===== src/rtl/serial_sub.sv =====
// Bit-serial two's-complement subtractor: diff = a - b, LSB first, one bit per clock.
// A single full-adder cell and a carry flip-flop compute a + ~b + 1.
// The start/busy/done handshake faces the control FSM. borrow and ovf feed the status register.
module serial_sub #(
  parameter int unsigned WIDTH = 4
) (
  input  logic             clk,
  input  logic             rst_n,
  input  logic             start,
  input  logic [WIDTH-1:0] a,
  input  logic [WIDTH-1:0] b,
  output logic             busy,
  output logic             done,
  output logic [WIDTH-1:0] diff,
  output logic             borrow,
  output logic             ovf
);

  localparam int unsigned CW = $clog2(WIDTH) + 1;

  typedef enum logic [1:0] {
    StIdle,
    StShift,
    StDone
  } state_e;

  state_e           state_q;
  logic [WIDTH-1:0] sa_q;     // minuend, shifted right each SHIFT cycle
  logic [WIDTH-1:0] sb_q;     // inverted subtrahend, shifted right each SHIFT cycle
  logic [WIDTH-1:0] sr_q;     // result bits enter at the MSB end
  logic             carry_q;
  logic [CW-1:0]    cnt_q;
  logic             a_msb_q;  // operand sign bits captured at accept, for overflow
  logic             b_msb_q;

  logic             s_bit;
  logic             c_next;
  logic [WIDTH-1:0] sr_next;
  logic             last_bit;

  // Full-adder cell on the current LSBs, plus the shift-register next value
  always_comb begin
    s_bit    = sa_q[0] ^ sb_q[0] ^ carry_q;
    c_next   = (sa_q[0] & sb_q[0]) | (sa_q[0] & carry_q) | (sb_q[0] & carry_q);
    sr_next  = {s_bit, sr_q[WIDTH-1:1]};
    last_bit = (cnt_q == CW'(WIDTH - 1));
  end

  // Control FSM, datapath registers and registered outputs
  always_ff @(posedge clk or negedge rst_n) begin
    if (!rst_n) begin
      state_q <= StIdle;
      sa_q    <= '0;
      sb_q    <= '0;
      sr_q    <= '0;
      carry_q <= 1'b0;
      cnt_q   <= '0;
      a_msb_q <= 1'b0;
      b_msb_q <= 1'b0;
      busy    <= 1'b0;
      done    <= 1'b0;
      diff    <= '0;
      borrow  <= 1'b0;
      ovf     <= 1'b0;
    end else begin
      unique case (state_q)
        StIdle: begin
          done <= 1'b0;
          if (start) begin
            sa_q    <= a;
            sb_q    <= ~b;
            sr_q    <= '0;
            carry_q <= 1'b1;  // the +1 of the two's-complement negate
            cnt_q   <= '0;
            a_msb_q <= a[WIDTH-1];
            b_msb_q <= b[WIDTH-1];
            busy    <= 1'b1;
            state_q <= StShift;
          end else begin
            busy    <= 1'b0;
          end
        end

        StShift: begin
          sa_q    <= sa_q >> 1;
          sb_q    <= sb_q >> 1;
          sr_q    <= sr_next;
          carry_q <= c_next;
          cnt_q   <= cnt_q + CW'(1);
          if (last_bit) begin
            // s_bit is the result MSB on this final step
            diff    <= sr_next;
            borrow  <= ~c_next;
            ovf     <= (a_msb_q != b_msb_q) && (s_bit != a_msb_q);
            done    <= 1'b1;
            state_q <= StDone;
          end
        end

        StDone: begin
          done    <= 1'b0;
          busy    <= 1'b0;
          state_q <= StIdle;
        end

        default: begin
          done    <= 1'b0;
          busy    <= 1'b0;
          state_q <= StIdle;
        end
      endcase
    end
  end

endmodule


===== config.mk =====
export PLATFORM = sky130hd
export DESIGN_NAME = serial_sub
export DESIGN_NICKNAME = d
export VERILOG_FILES = /design/src/rtl/serial_sub.sv
export SDC_FILE = /design/constraint.sdc
export NUM_CORES = 1
export LEC_CHECK = 0
export ABC_AREA = 1
export BUFFER_PORTS_ARGS = -buffer_cell sky130_fd_sc_hd__buf_2
export CAP_MARGIN = 20
export CORE_AREA = 2 2 52 54
export DETAILED_ROUTE_END_ITERATION = 7
export DIE_AREA = 0 0 54 56
export GPL_ROUTABILITY_DRIVEN = 0
export PLACE_DENSITY_LB_ADDON = 0.15
export SYNTH_ARGS = -nofsm -noshare
export SYNTH_HDL_FRONTEND = slang
export SYNTH_SLANG_ARGS = --single-unit

===== constraint.sdc =====
create_clock -name clk -period 1.7 [get_ports clk]
set_clock_uncertainty 0.15 [all_clocks]
set_input_delay 0.34 -clock clk [delete_from_list [all_inputs] [get_ports clk]]
set_output_delay 0.34 -clock clk [all_outputs]
set_load 0.02 [all_outputs]

==> results of run 1 <==
-- through the flow --
step | hold slack, ns | util | instance area (um2)
final | 0.0757 | 0.553 | 1350
after global routing | 0.0987 | 0.553 | 1350
after CTS | 0.0771 | 0.553 | 1350
after detailed placement | 0.234 | 0.537 | 1310
after global placement | 0.227 | 0.537 | 1310
after floorplan | -0.106 | - | 1180
-- flip-flops by register name, indices dropped and copies added, names as in the netlist, 2 cells and up --
name / count
sr_q: 3
diff: 4
sa_q: 4
cnt_q: 3
sb_q: 4
state_q: 2
-- area by class of cell --
type | count | area (um2) | area share
flip-flops and latches | 27 | 676 | 0.502
multi-input cells | 90 | 412 | 0.306
inverters | 14 | 52.6 | 0.0391
clock inverters | 1 | 7.51 | 0.00558
repair buffers | 24 | 138 | 0.102
well taps | 30 | 37.5 | 0.0279
clock buffers | 3 | 22.5 | 0.0167
-- cell usage in the layout, fill, tap and decap left out --
cell / instances
dlygate4sd3_1: 1
buf_4: 5
inv_1: 14
nand2_2: 1
o21ai_2: 1
clkinvlp_4: 1
o21ai_0: 9
fa_1: 1
dfrtp_1: 27
nand3_1: 12
nor2_1: 4
o21ai_1: 4
nand2_1: 55
a21oi_1: 1
buf_2: 18
clkbuf_4: 3
ha_1: 2
-- cell usage after synthesis, drive strengths merged --
cell   number  area share
a21oi       1      0.0043
buf         5       0.031
dfrtp      27        0.57
fa          1       0.017
ha          2       0.021
inv        14       0.045
nand2      56        0.18
nand3      12       0.051
nor2        4       0.013
o21ai      14       0.063
-- final timing paths --
check	to	slack [ns]
setup / recovery	ovf	0.17
hold / removal	sb_q[3]	0.08
setup reg to reg	ovf	0.17
hold reg to reg	ovf	0.35
max in group asynchronous	diff[3]	0.62
min in group asynchronous	sr_q[1]	0.38
-- routing by layer --
metal | vias to the layer above | GRT usage
li1 | 469 | -
met5 | - | 0
met4 | 0 | 0.0429
met1 | 441 | 0.225
met3 | 4 | 0.0269
met2 | 16 | 0.301
-- what timing repair did --
action	CTS	global route
hold endpoints to repair	27	0
setup buffers	0	0
hold buffers	1	0
-- cell families after synthesis --
family | after synthesis
compound gates | 15
fa+ha+maj | 3
buf+inv | 19
flops | 27
simple gates | 72
-- power by group through the flow --
stage,logic (mW),registers (mW),clock network (mW)
6_report,1.01,1.07,0.281
5_1_grt,1.19,1.11,0.316
4_1_cts,1.04,1.08,0.287
3_5_place_dp,1.03,1.09,0
3_3_place_gp,0.998,1.08,0
2_1_floorplan,0.680,1.14,0
==> impl_results.md, run 1 <==
* Vias at 930
* Critical-path cell list: fa_1 -> inv_1 -> nand3_1 -> nand2_1 -> nand2_1 -> nand2_1
* Worst slew margin at 0.601
* WL/cell at 11.7 um
* RSZ-0062 raised after global routing: false
* Power Total at ~2.4 mW
* CTS Root Buffer Type: clkbuf_4
* Worst path arrival time at 1.61 ns
* Clk_lat worst skew at 0.33 ns
* Pwr per Cell Area at 1760 mW/mm2
* Max Cap Violations at 0
* Crit path from: sa_q[0]
* Initial core utilization at 0.484
* P_leak at about 0.75 nW
* Critical path's slowest cell: fa_1
* H-tree depth at 1
* Highest routed metal layer: met4
* Worst Setup Slack post-DPL at 0.204 ns
* Adder-Cell Fraction of Synth Area at 0.0383
* Synth Area in Compound Gates at 0.0670
* Global-route wire length before repair at 4.04 mm
* Gate Count Post-Synth at about 140
* Reg power frac at 0.453
* Hold Crit Class: input pin to flop
* Filler cell count at 238
* Largest net degree at the start of global routing at 28
* Crit. path cell count at 6
* Switch share at 0.418
* Number of global-route vias before repair at 940
* Worst vdd ir at 0.918 mV
* Register area share after synthesis at 0.574
* Largest family of logic cells by synthesized area: simple AND/OR/NAND/NOR gates
* Ys Warns at 0
* Clock-pin slew on the worst setup and hold paths at around 0.16 ns
* CP peak stage delay at approximately 0.56 ns
* DR DRC count at 0
* CP dominant cell by count: nand2_1
* Pint at 1.38 mW
* CTS tree: done
* Final Instance Count excl. Fillers at 189
* Crit path kind: flop to flop
* Via density at 4.92
* Crit path launch type: flop
* Clock share of power at 0.119
* Syn avg cell area at 8.65 um2
* DP Wirelength at 1.62 mm
* Worst Setup Slack, final at 0.165 ns
* Clk sink count at 27
* M1 WL at 1.02 mm
* Finish-stage setup viols at 0
* Cell variety after synth at 15
* Setup TNS at 0 ns
* Final hold violations at 0
* Max Freq at 652 MHz
* Post-Synth XOR/XNOR Area at 0
* Layout cell share with drive strength beyond 1 at 0.182
* Hold Startpoint: b[3]
* Die W at 54 um
* Max Slew Vio Count at 0
* Slew @ Worst Pin at between 0.5 and 0.6 ns
* Hold path depth at 2
* Met2 Wirelength at between 1 and 1.5 mm
* Crit Reg-Reg Startpoint: sa_q[0]
* Post-Synthesis Cell Area at 0.00118 mm2
* Core Box Area at about 0.0024 mm2
* Status: complete, no violations
* Worst R2R Path Depth at 6
* CTS resizes at 0
* CTS Buf Count at 3
* Area Growth Syn to Fin at 14.4%
* Die height at around 56 um
* Sw Pwr at 989 uW
* Post-Synth Simple-Gate Area at 0.245
* Crit-path max FO at 3
* DRT Pass-1 Iters at 4
* Clock Tree Buf Depth at 2
* Comb pwr share at 0.429
* Worst path bufs/invs at 1
* PortBufs at 18
* Top-level port count at 19
* WP data required at 1.77 ns
* Synth Net Count at 150
* Placed cells at about 180
* Final net count at roughly 170
* Met3 routed wirelength at about 70 um
* Proportion of synthesized area in mux cells at 0
* Final min period at around 1.5 ns
* Fin crit share at 0.903
* Wirelength, routed at 2.20 mm
* Die Footprint at 0.00302 mm2
* FP Rows at 18
* GRT Util Overall at 0.175
* Critical path's top delay family: adder cells
* #FFs+latches synth at 27
* ANT nets after route at 0
* Setup crit end kind: flop
* Ant diodes at 0
* DR iter-0 viols at 15
* Total congestion overflow at 0
* Initial antenna violation count at 0
No activity file was read; power rests on OpenSTA's default activity.
==> inputs of run 2 (changes only) <==
==> constraint.sdc (replaced) <==
create_clock -name clk -period 1.7 [get_ports clk]
set_clock_uncertainty 0.15 [all_clocks]
set_input_delay 0.17 -clock clk [delete_from_list [all_inputs] [get_ports clk]]
set_output_delay 0.17 -clock clk [all_outputs]
set_load 0.02 [all_outputs]
==> impl_results.md, run 2 (synthesis gave the netlist of run 1 again) <==
* DP Wirelength at roughly 1.6 mm
* P_leak at 0.788 nW
* Largest net degree at the start of global routing at 28
* Clock-pin slew on the worst setup and hold paths at 0.16 ns
* Number of global-route vias before repair at 961
* Fin crit share at 0.903
* FP Rows at 18
* Clk_lat worst skew at 0.32 ns
* Die height at around 56 um
* Worst path arrival time at around 1.6 ns
* Crit path from: sa_q[0]
* Hold Crit Class: input pin to flop
* CTS Root Buffer Type: clkbuf_4
* Pwr per Cell Area at 1670 mW/mm2
* Ant diodes at 0
* Initial antenna violation count at 0
* WL/cell at 11.5 um
* Crit path launch type: flop
* Top-level port count at 19
* DR DRC count at 0
* R2R Path End: ovf
* Setup crit end kind: flop
* Top Registers: diff: 4 flops, sa_q: 4 flops, sb_q: 4 flops
* Crit path kind: flop to flop
* RSZ-0062 raised after global routing: false
* Clk sink count at 27
* Initial core utilization at 0.484
* Crit Reg-Reg Startpoint: sa_q[0]
* CTS resizes at 0
* DR iter-0 viols at 16
* Total congestion overflow at 0
* Status: complete, no violations
* Register-to-register setup slack at between 0.15 and 0.2 ns
* CTS tree: done
* Final hold violations at 0
* Via density at 4.87
* Max Cap Violations at 0
* CTS Buf Count at 3
* Filler cell count at 231
* Most frequent cells in the layout: 55 x nand2_1, 27 x dfrtp_1, 18 x buf_2
* Area Growth Syn to Fin at 21.2%
* ANT nets after route at 0
* Power Total at 2.38 mW
* Final Instance Count excl. Fillers at about 200
* Layout cell share with drive strength beyond 1 at 0.174
* Die W at between 50 and 60 um
* Crit-path max FO at 3
* Commonest non-fill, non-tap cell in the layout: nand2_1
* Worst R2R Path Depth at 6
* Worst vdd ir at 0.917 mV
* Wirelength, routed at 2.27 mm
* Core Box Area at 0.00243 mm2
* Placed cells at between 150 and 200
* Die Footprint at 0.00302 mm2
* Vias at 959
* Max Slew Vio Count at 0
* Critical path's slowest cell: fa_1
* Final net count at 182
* GRT Util Overall at 0.180
* FF+latch area at 676 um2
* Multi-input gate area at about 410 um2
* CP dominant cell by count: nand2_1
* Worst slew margin at 0.599
* Global-route wire length before repair at 4.13 mm
* Setup TNS at 0 ns
* PortBufs at 18
* Fin util at 0.586
* Slew @ Worst Pin at 0.602 ns
* Clock Tree Buf Depth at 2
* Crit path to: ovf
* CP peak stage delay at roughly 0.56 ns
* Final min period at 1.54 ns
* WP data required at 1.77 ns
* Finish-stage setup viols at 0
* Critical-path cell list: fa_1 -> inv_1 -> nand3_1 -> nand2_1 -> nand2_1 -> nand2_1
* WHS at 0.00486 ns
* Max Freq at 651 MHz
* H-tree depth at 1
* DRT Pass-1 Iters at 4
## run 2: changes by cell type in the layout (fill, tap and decap cells not counted), sizes merged
cell	previous run	this run
dlygate4sd3	1	9
## run 2: where the power goes
group	switching, mW	internal [mW]	leakage, nW
registers	0.164	0.907	0.344
clock network	0.189	0.0897	0.0139
logic	0.636	0.391	0.430
## run 2: per-stage QoR
stage	setup slack (ns)	cell area [um2]
after detailed placement	0.204	1310
after global placement	0.231	1310
final	0.164	1430
after CTS	0.167	1430
after floorplan	0.261	1180
after global routing	0.0795	1430
## run 2: layout make-up
class | count | area share
sequential | 27 | 0.474
multi-input combinational | 90 | 0.289
timing repair buffer | 32 | 0.153
inverter | 14 | 0.0369
tap | 30 | 0.0263
clock buffer | 3 | 0.0158
clock inverter | 1 | 0.00527
## run 2: how the worst min path moves through the flow
stage / end / from / depth (start not counted)
after floorplan: a_msb_q / rst_n / 0
after global placement: ovf / rst_n / 1
after detailed placement: state_q[1] / rst_n / 1
after CTS: sb_q[2] / b[2] / 6
after global routing: sb_q[2] / b[2] / 6
final: sb_q[2] / b[2] / 6
## run 2: timing repair
action,in CTS,in global routing
hold endpoints to repair,36,0
hold buffers,9,0
buffers inserted,0,0
## run 2: worst max-delay path: cells and delay by family, from the launching register on
family        cells  cell delay (ns)
fa+ha+maj         1             0.56
buf+inv           1             0.07
flops             1             0.43
simple gates      4             0.22
## run 2: layer usage
layer  GRT usage  share of wire  vias up
met3      0.0269          0.041        2
met2       0.314           0.49       21
met1       0.227           0.46      451
li1            -              -      485
met4      0.0429         0.0044        0
met5           0              0        -
==> inputs of run 3 (changes only) <==
--- a/config.mk
+++ b/config.mk
@@ -5,12 +5,12 @@
 export SDC_FILE = /design/constraint.sdc
 export NUM_CORES = 1
 export LEC_CHECK = 0
-export ABC_AREA = 1
 export BUFFER_PORTS_ARGS = -buffer_cell sky130_fd_sc_hd__buf_2
 export CAP_MARGIN = 20
-export CORE_AREA = 2 2 52 54
+export CORE_AREA = 2 2 50 52
+export CTS_CLUSTER_SIZE = 28
 export DETAILED_ROUTE_END_ITERATION = 7
-export DIE_AREA = 0 0 54 56
+export DIE_AREA = 0 0 52 54
 export GPL_ROUTABILITY_DRIVEN = 0
 export PLACE_DENSITY_LB_ADDON = 0.15
 export SYNTH_ARGS = -nofsm -noshare
==> impl_results.md, run 3 <==
* Status: complete, no violations
* Setup Buffers After CTS at 0
* Ys flop type: dfrtp_1
* GRT Util Overall at 0.176
* Global-route wire length before repair at 3.52 mm
* Worst Setup Slack, final at 0.113 ns
* ANT nets after route at 0
* PortBufs at 18
* Ys Warns at 0
* Commonest non-fill, non-tap cell in the layout: dfrtp_1
* Power Total at ~2.4 mW
* Largest net degree at the start of global routing at 28
* Max Freq at between 600 and 700 MHz
* P_leak at just under 0.7 nW
* Syn avg cell area at 11.7 um2
* Async SR Flop Fraction at 1.00
* Pint at between 1 and 1.5 mW
* FP Rows at 18
* CTS resizes at 0
* Sw Pwr at 927 uW
* Worst path arrival time at 1.67 ns
* Clk_lat worst skew at around 0.33 ns
* Initial core utilization at 0.509
* Hold Crit Class: input pin to flop
* Fin area at approximately 0.0014 mm2
* Clk sink count at 27
* Final min period at ~1.6 ns
* Slew @ Worst Pin at about 0.6 ns
* Number of synthesized flops with an enable pin at 0
* Max Cap Violations at 0
* Most instantiated cells after synthesis: 27 x dfrtp_1, 13 x nand2_1, 12 x o21ai_1
* Cell variety after synth at 23
* Worst vdd ir at 0.867 mV
* Max Slew Vio Count at 0
* Gate Count Post-Synth at 101
* Setup crit end kind: flop
* Total congestion overflow at 0
* Setup TNS at 0 ns
* Number of global-route vias before repair at 830
* DR DRC count at 0
* Ant diodes at 0
* Top cell type by total area after synthesis: dfrtp_1
* Crit path launch type: flop
* Finish-stage setup viols at 0
* DRT Pass-1 Iters at 2
* Worst slew margin at 0.611
* Wirelength, routed at 2.00 mm
* Reg power frac at 0.454
* Top cells by area, synth: dfrtp_1 57%, mux2_1 5.7%, o21ai_1 5.1%, nand2_1 4.1%, a22o_1 3.0%
* Comb pwr share at 0.428
* Core Box Area at 0.00232 mm2
* Worst Setup Slack post-DPL at 0.118 ns
* #FFs+latches synth at 27
* Die height at 54 um
* Register area share after synthesis at 0.573
* Post-synth top area share at 0.573
* Pwr per Cell Area at 1740 mW/mm2
* Switch share at 0.384
* Post-Synthesis Cell Area at 0.00118 mm2
* Top Registers: diff: 4 flops, sa_q: 4 flops, sb_q: 4 flops
* Post-placement cell area at 0.00131 mm2
* RSZ-0062 raised after global routing: false
* Most frequent cells in the layout: 27 x dfrtp_1, 18 x buf_2, 13 x nand2_1
* CTS Buf Count at 3
* Layout cell share with drive strength beyond 1 at 0.236
* DR iter-0 viols at 2
* Vias at 812
* Die W at 52 um
* WL/cell at 12.7 um
* Die Footprint at 0.00281 mm2
* WP data required at 1.79 ns
* Top-level port count at 19
* DP Wirelength at around 1.5 mm
* Clock-pin slew on the worst setup and hold paths at 0.16 ns
* Via density at around 5.2
* Fin util at 0.597
* Crit-path max FO at 9
* CTS Root Buffer Type: clkbuf_4
* Area Growth Syn to Fin at 17.4%
* Initial antenna violation count at 0
* Synth Net Count at 115
* H-tree depth at 1
* Final net count at 142
* Most frequent cell after synthesis: dfrtp_1
* Fin crit share at 0.934
* Crit path kind: flop to flop
* CTS tree: done
* Clock share of power at 0.119
* Final hold violations at 0
* Clock Tree Buf Depth at 2
==> run 3: cell count changes after synthesis, sizes merged, moves of 2 or more <==
cell     change
nor2b        +3
a22oi        +3
mux2         +6
a22o         +4
nand2       -43
a2bb2oi      +4
a21oi        +4
inv          -9
nand2b       +3
o21ai        -2
nand3       -12
==> run 3: critical path, cell delays in order, from the launching register on <==
cell and delay (ns):
dfrtp_1 0.43, ha_1 0.20, ha_1 0.23, nand3b_4 0.15
mux2_1 0.34
==> run 3: power groups by stage <==
| stage | sequential, mW | clock (mW) | combinational (mW) |
|---|---|---|---|
| floorplan | 1.16 | 0 | 0.707 |
| global placement | 1.09 | 0 | 1.01 |
| detailed placement | 1.11 | 0 | 1.04 |
| CTS | 1.10 | 0.293 | 1.05 |
| global route | 1.13 | 0.312 | 1.18 |
| finish | 1.09 | 0.287 | 1.03 |
==> run 3: cells by family after synthesis <==
group	Yosys count	synth area share
compound gates	29	0.166
fa+ha+maj	3	0.0382
buf+inv	9	0.0371
flops	27	0.573
mux	6	0.0573
simple gates	27	0.128
==> run 3: final cells by class <==
class | instances | area [um2]
clock buffers | 3 | 22.5
clock inverters | 1 | 7.51
fillers | 208 | 935
inverters | 5 | 18.8
multi-input cells | 65 | 460
flip-flops and latches | 27 | 676
well taps | 30 | 37.5
repair buffers | 26 | 163
==> run 3: path summary, 6_finish.rpt <==
check / start / endpoint / slack (ns) / cells after the start
max in group asynchronous: rst_n / carry_q / 0.81 / 2
max: cnt_q[0] / diff[3] / 0.11 / 4
max reg2reg: cnt_q[0] / diff[3] / 0.11 / 4
min: b[1] / sb_q[1] / 0.01 / 3
min in group asynchronous: rst_n / sa_q[0] / 0.20 / 2
min reg2reg: cnt_q[0] / cnt_q[0] / 0.35 / 1
==> run 3: per-layer routing <==
layer,GRT usage,vias to the layer above,part of all wire
met4,0.105,0,0.024
met3,0.0250,4,0.025
met5,0,-,0
met2,0.310,11,0.50
li1,-,400,-
met1,0.203,397,0.45
==> run 3: per-stage QoR <==
stage	std cells	hold WS, ns
floorplan	101	-0.276
global placement	148	0.0545
detailed placement	148	0.0568
CTS	157	0.0123
global route	157	0.0385
finish	157	0.0108
==> run 3: what timing repair did <==
| item | 4_1_cts | 5_1_grt |
|---|---|---|
| setup endpoints to repair | 0 | 0 |
| hold buffers | 5 | 0 |
| hold endpoints to repair | 31 | 0 |
